<file path="src/rtl/mac_accumulator.sv">
// mac_accumulator: sums a frame of unsigned 32-bit products into a saturating
// ACC_W-bit accumulator and presents the total, beat count and overflow flag
// through a valid/ready result port.
//
// state | meaning
// ------+----------------------------------------------------------
// IDLE  | frame empty, waiting for its first beat
// ACCUM | at least one beat of the current frame accepted
// DONE  | frame closed, result held until the consumer takes it
module mac_accumulator #(
  parameter int ACC_W = 40,
  parameter int CNT_W = 8
) (
  input  logic             clk,
  input  logic             rst_n,
  input  logic             prod_valid,
  output logic             prod_ready,
  input  logic [32:1]      prod,
  input  logic             prod_last,
  input  logic             clear,
  output logic             acc_valid,
  input  logic             acc_ready,
  output logic [ACC_W:1]   acc_data,
  output logic [CNT_W:1]   acc_count,
  output logic             acc_ovf
);

  typedef enum logic [1:0] {
    S_IDLE  = 2'd0,
    S_ACCUM = 2'd1,
    S_DONE  = 2'd2
  } state_t;

  state_t           r_state;
  state_t           w_state_nxt;
  logic [ACC_W:1]   r_acc;
  logic [ACC_W:1]   w_acc_nxt;
  logic [CNT_W:1]   r_cnt;
  logic [CNT_W:1]   w_cnt_nxt;
  logic             r_ovf;
  logic             w_ovf_nxt;
  // Low through reset and until the first clock edge after it, so the input
  // side never advertises ready while the block is still coming out of reset.
  logic             r_up;

  logic             w_accept;
  logic [ACC_W+1:1] w_sum;
  logic             w_sat;
  logic [ACC_W:1]   w_acc_inc;
  logic [CNT_W:1]   w_cnt_inc;

  assign prod_ready = r_up && (r_state != S_DONE) && !clear;
  assign w_accept   = prod_valid && prod_ready;

  // One extra bit catches the carry out of the accumulator; that carry is the
  // saturation condition.
  assign w_sum     = {1'b0, r_acc} + {{(ACC_W - 31){1'b0}}, prod};
  assign w_sat     = w_sum[ACC_W+1];
  assign w_acc_inc = w_sat ? {ACC_W{1'b1}} : w_sum[ACC_W:1];
  assign w_cnt_inc = (&r_cnt) ? r_cnt : r_cnt + CNT_W'(1);

  assign acc_valid = (r_state == S_DONE);
  assign acc_data  = r_acc;
  assign acc_count = r_cnt;
  assign acc_ovf   = r_ovf;

  // State register and frame datapath registers.
  always_ff @(posedge clk or negedge rst_n) begin
    if (!rst_n) begin
      r_state <= S_IDLE;
      r_acc   <= '0;
      r_cnt   <= '0;
      r_ovf   <= 1'b0;
      r_up    <= 1'b0;
    end else begin
      r_state <= w_state_nxt;
      r_acc   <= w_acc_nxt;
      r_cnt   <= w_cnt_nxt;
      r_ovf   <= w_ovf_nxt;
      r_up    <= 1'b1;
    end
  end

  // Next-state and next-datapath values; every path starts from "hold".
  always_comb begin
    w_state_nxt = r_state;
    w_acc_nxt   = r_acc;
    w_cnt_nxt   = r_cnt;
    w_ovf_nxt   = r_ovf;
    case (r_state)
      S_IDLE, S_ACCUM: begin
        if (clear) begin
          w_state_nxt = S_IDLE;
          w_acc_nxt   = '0;
          w_cnt_nxt   = '0;
          w_ovf_nxt   = 1'b0;
        end else if (w_accept) begin
          w_acc_nxt   = w_acc_inc;
          w_cnt_nxt   = w_cnt_inc;
          w_ovf_nxt   = r_ovf | w_sat;
          w_state_nxt = prod_last ? S_DONE : S_ACCUM;
        end
      end
      S_DONE: begin
        // clear is deliberately ignored here: only the consumer retires a result.
        if (acc_ready) begin
          w_state_nxt = S_IDLE;
          w_acc_nxt   = '0;
          w_cnt_nxt   = '0;
          w_ovf_nxt   = 1'b0;
        end
      end
      default: begin
        w_state_nxt = S_IDLE;
        w_acc_nxt   = '0;
        w_cnt_nxt   = '0;
        w_ovf_nxt   = 1'b0;
      end
    endcase
  end

endmodule

</file>
<file path="config.mk">
export PLATFORM = sky130hd
export DESIGN_NAME = mac_accumulator
export DESIGN_NICKNAME = d
export VERILOG_FILES = /design/src/rtl/mac_accumulator.sv
export SDC_FILE = /design/constraint.sdc
export NUM_CORES = 1
export LEC_CHECK = 0
export CAP_MARGIN = 20
export CORE_MARGIN = 5
export CORE_UTILIZATION = 25
export CTS_CLUSTER_DIAMETER = 40
export CTS_CLUSTER_SIZE = 25
export DETAILED_ROUTE_END_ITERATION = 6
export HOLD_SLACK_MARGIN = 0.08
export MAX_ROUTING_LAYER = met4
export PLACE_DENSITY = 0.51
export SYNTH_ARGS = -nofsm -noshare
export SYNTH_HDL_FRONTEND = slang
export SYNTH_SLANG_ARGS = --single-unit
export TNS_END_PERCENT = 1
</file>
<file path="constraint.sdc">
create_clock -name clk -period 7 [get_ports clk]
set_clock_uncertainty 0.1 [all_clocks]
set_input_delay 0.7 -clock clk [delete_from_list [all_inputs] [get_ports clk]]
set_output_delay 0.7 -clock clk [all_outputs]
set_load 0.01 [all_outputs]
</file>
# Yosys cells after proc, flatten, opt, wreduce, memory -nomap -nowiden
# Index checks and enable logic that the tools add are counted.
# word_totals
ff_bits,52
out_inout_bits,51
elab_cells,42
# classes
n_reduce_logical,9
addsub,2
bitwise_logic,1
eq_ne,6
muxes,19
# op_table
operator,count
two-way mux 40 bit,4
one-hot mux 40 bit (2 select lines),1
adder 40 x 32 -> 41 bit,1
two-way mux 8 bit,4
one-hot mux 8 bit (2 select lines),1
adder 8 x 1 -> 8 bit (second input constant),1
two-way mux 2 bit,4
AND reduction 8 bit,1
inequality test 3 bit (second input constant),2
one-hot mux 2 bit (2 select lines),1
logical AND 1 bit,3
two-way mux 1 bit,3
AND reduction 3 bit,1
equality test 2 x 1 -> 1 bit (second input constant),1
equality test 2 bit (second input constant),1
zero test 2 bit,1
inequality test 2 x 1 -> 1 bit (second input constant),1
inequality test 2 bit (second input constant),1
one-hot mux 1 bit (2 select lines),1
AND reduction 2 bit,1
OR reduction 2 bit,1
zero test 1 bit,1
bitwise OR 1 bit,1

# Depth between registers and ports, before layout
# logic_depth
word_depth,7
depth_mapped,11
ltp_nobuf,10

# Worst setup path before layout
# No wires, ideal clock.
# synth_path
kind,input to register
from,input port prod[1] in the netlist's numbering
to,"register r_acc, in the netlist acc_data[30]"
setup_slack_ns,3.905
cell_stages,11
setup_time_ns,0.129
arrival_ns,2.866
path_cell_list,ha_1 fa_1 a211oi_1 o21a_1 a311o_1 a211oi_4 o2111ai_4 and2_4 buf_6 and4_4 a211oi_2
# synth_between
elab_chain_len,5
# synth_rtl
element,line_no,source
"start, declared",18,"input logic [32:1] prod,"
adder 40 x 32 -> 41 bit,57,"assign w_sum = {1'b0, r_acc} + {{(ACC_W - 31){1'b0}}, prod};"
two-way mux 40 bit,59,assign w_acc_inc = w_sat ? {ACC_W{1'b1}} : w_sum[ACC_W:1];
two-way mux 40 bit,97,end else if (w_accept) begin
two-way mux 40 bit,92,if (clear) begin
one-hot mux 40 bit (2 select lines),90,case (r_state)
"end signal, assigned",77,r_acc <= w_acc_nxt;
"end, declared",36,logic [ACC_W:1] r_acc;
# No other way between the ends. The select of a mux whose other input is x is not followed.
# A chain may end at the register's enable or synchronous reset.

# Worst setup path after layout
# layout_path
from,input port prod[1] in the netlist's numbering
to,"register r_acc, in the netlist acc_data[3]"
# The elaborated chain is that of the path after synthesis.

==> impl_results.md <==
* Peak supply drop at 0.09690 mV
* First-pass DRT Iterations at 4
* Max frequency at 0.2622 GHz
* P&R area growth vs syn at 29.18%
* Post-cts sizing count at 0
* Via-to-Cell Ratio at 5.033
* Slew headroom at 33.96%
* Ant diodes at 0
* Cell area after synthesis at 4203 µm²
* Share of the synthesized area in the top cell type at 30.96%
* Simple-gate share of the synthesized area at 19.08%
* Worst slack, placed at 2.889 ns
* Mean routed wirelength per cell at 16.11 µm
* Synth Flop Type: dfrtp_1
* Setup TNS Final at 0 ns
* Hold Path Cell Cnt at 2
* Critical Path AT at 3.93 ns
* EDFF count, synth at 0
* # setup viols final at 0
* HP Class: register to register
* Syn Area/Cell at 8.473 µm²
* Async SR Flop Fraction at 100.0%
* Vias at 3986
* Leak at 2.399 nW
* Clk root buf: clkbuf_16
* Clk sinks at 52
* CP max FO at 23
* WP data required at 7.12 ns
* Status: finished clean
* Reg-to-Reg Start: acc_data[1]$_DFFE_PN0P_
* Largest stage delay on the critical path at 0.56 ns
* Compound-Gate Fraction of Synth Area at 28.04%
* DRT Wirelength at 12760 µm
* Proportion of layout cells with a drive suffix above 1 at 7.168%
* Critical path's most frequent cell: o21ai_0
* Final GP Congestion at 0.8489
* Slowest stage cell on the critical path: a21oi_4
* Minimum clock period at 3.813 ns
* MaxCap Viol Count at 0
* CP startpoint kind: primary input
* Power Density at 340.2 nW/µm²
* H-tree Lvls at 2
* TritonCTS buffer count at 5
* Hold endpoint: acc_data[12]$_DFFE_PN0P_
* Reg2reg setup slack at 3.66 ns
* Largest net degree at the start of global routing at 53
* Post-route DRC at 0
* Final Hold Vio Count at 0
* Critical path type: primary input to register
* Initial antenna violation count at 0
* Remaining Overflow, GRT at 0
* YS warnings at 0
* RR Endpoint: acc_data[3]$_DFFE_PN0P_
* Die ar. at 19500 µm²
* Area after DPL at 5261 µm²
* Post-layout instance area at 5429 µm²
* Postcts setup bufs at 0
* IO Pins at 89
* Hold path start: acc_data[12]$_DFFE_PN0P_
* Hold-fix buffers, CTS at 0
* Area leader, netlist: dfrtp_1
* Worst hold margin at 0.4073 ns
* Chip width at 139.7 µm
* Global-route wire length before repair at 20600 µm
* Worst setup margin at 3.187 ns
* Worst setup EP type: register
* Clock slew at reported path FFs at 0.07 ns
* Skew-Pair Late Insertion Delay at 0.30 ns
* #FFs+latches synth at 52
* # rows at 47
* Final HPWL DP at 9618 µm
* Vias in the first global route at 4038
* Port Buffers at 88
* Post-Synth Adder-Cell Area at 10.30%
* Multiplexer area fraction after synthesis at 1.697%
* Post-Synth XOR/XNOR Area at 5.210%
* Final Max Slew Viols at 0
* Syn Inst Count at 496
* Total Routing Usage GR at 13.16%
* Synth area leaders: dfrtp_1 31%, ha_1 9.8%, o21ai_0 7.6%
* Die span in y at 139.7 µm
* Yosys cell types at 65
* Max clock buf depth at 2
* Crit share post-route at 54.48%
* Routed Antenna Nets at 0
* Largest family of logic cells by synthesized area: compound AO/OA/AOI/OAI gates
* Critical path, cell by cell: clkdlybuf4s50_1 > ha_1 > fa_1 > a211oi_1 > o21a_1 > a311o_1 > a211oi_4 > o21ai_2 > a21oi_4 > o21ai_0 > o21ai_0
* Starting density of the core at 25.43%
* Slew at the pin closest to its max-slew limit at 0.9778 ns
* DRT iter0 DRCs at 201
* Fin nets at 643
* Core area at 16520 µm²
* Register area share after synthesis at 30.96%
* Syn nets at 568
* RSZ-0062 raised after global routing: no
* R2r worst-path depth at 10
* CTS tree: yes
[power breakdown]
| part | internal (mW) | switching [mW] |
|---|---|---|
| clock | 0.171 | 0.122 |
| combinational | 0.511 | 0.586 |
| sequential | 0.380 | 0.0775 |
| total | 1.06 | 0.785 |
[flip-flops by register name, summed over array words and instances, names as in the netlist]
register   cells
acc_ovf        1
acc_count      8
r_state        2
r_up           1
acc_data      40
[cell families (layout without fill, tap and decap cells)]
group,count (synthesis),after routing
AO/OA/AOI/OAI,180,180
AND/OR/NAND/NOR,158,158
flip-flops,52,52
buffers and inverters,39,115
adder cells (fa/ha/maj),34,34
XOR/XNOR,25,25
multiplexers,7,7
other,1,1
[worst max-delay path by stage]
stage | start | slack, ns | depth (start not counted) | to
3_5_place_dp | prod[1] | 2.89 | 11 | acc_data[3]$_DFFE_PN0P_
2_1_floorplan | prod[1] | 3.91 | 11 | acc_data[30]$_DFFE_PN0P_
4_1_cts | prod[1] | 3.20 | 11 | acc_data[3]$_DFFE_PN0P_
5_1_grt | prod[1] | 2.98 | 11 | acc_data[3]$_DFFE_PN0P_
3_3_place_gp | prod[1] | 3.04 | 11 | acc_data[25]$_DFFE_PN0P_
6_report | prod[1] | 3.19 | 11 | acc_data[3]$_DFFE_PN0P_
[critical path: cells and delay by family]
kind / cells / cell delay [ns]
AO/OA/AOI/OAI: 8 / 2.30
buffers and inverters: 1 / 0.47
adder cells (fa/ha/maj): 2 / 0.43
[metrics by stage]
stage | utilization [%] | instances | total power [mW]
2_1_floorplan | - | 496 | 1.189
3_3_place_gp | 31.84 | 784 | 1.556
3_5_place_dp | 31.84 | 784 | 1.561
4_1_cts | 32.85 | 792 | 1.865
5_1_grt | 32.85 | 792 | 2.005
6_report | 32.85 | 792 | 1.847
[synthesized netlist by cell type (2+ instances only)]
cell and n:
nand2_1 60, a41oi_1 2, buf_2 3, ha_1 33
xor2_1 13, dfrtp_1 52, o21ai_2 2, o211ai_1 6
nand2b_1 3, and3_1 12, inv_1 15, nor3_1 5
o21ai_0 64, a31o_2 3, and3_2 5, mux2i_1 6
a21boi_0 2, o21bai_1 4, and2_2 2, a211oi_1 2
a311oi_1 4, or2_2 4, a21o_1 20, buf_6 4
a221oi_1 3, a21oi_4 2, nand3_1 16, a31oi_1 14
a21oi_1 34, clkbuf_1 15, nand4_1 11, nor3b_1 4
nor2_1 26, o21a_1 3, xnor2_1 12
[layout make-up]
cell class / instances / area [µm²]
fillers: 1714 / 11100
multi-input cells: 405 / 2723
flip-flops and latches: 52 / 1301
repair buffers: 92 / 905.9
well taps: 220 / 275.3
clock buffers: 6 / 128.9
inverters: 15 / 56.30
clock inverters: 2 / 38.79
[cell usage in the layout, fill, tap and decap left out, drive strengths merged, types with 12 or more instances in the layout]
| master | instances |
|---|---|
| clkdlybuf4s50 | 87 |
| o21ai | 67 |
| nand2 | 60 |
| dfrtp | 52 |
| a21oi | 36 |
| ha | 33 |
| nor2 | 26 |
| a21o | 20 |
| and3 | 17 |
| nand3 | 16 |
| inv | 16 |
| a31oi | 14 |
| xor2 | 13 |
| xnor2 | 12 |
[per-layer routing]
layer  vias up  GRT usage (%)  wire length (µm)
li1       1981              -                 -
met5         -              -                 0
met3         8          1.955               484
met2        96          20.99              5857
met1      1901          17.45              6235
met4         0          3.672               182
Note: power is estimated with default switching activity, not from simulation.
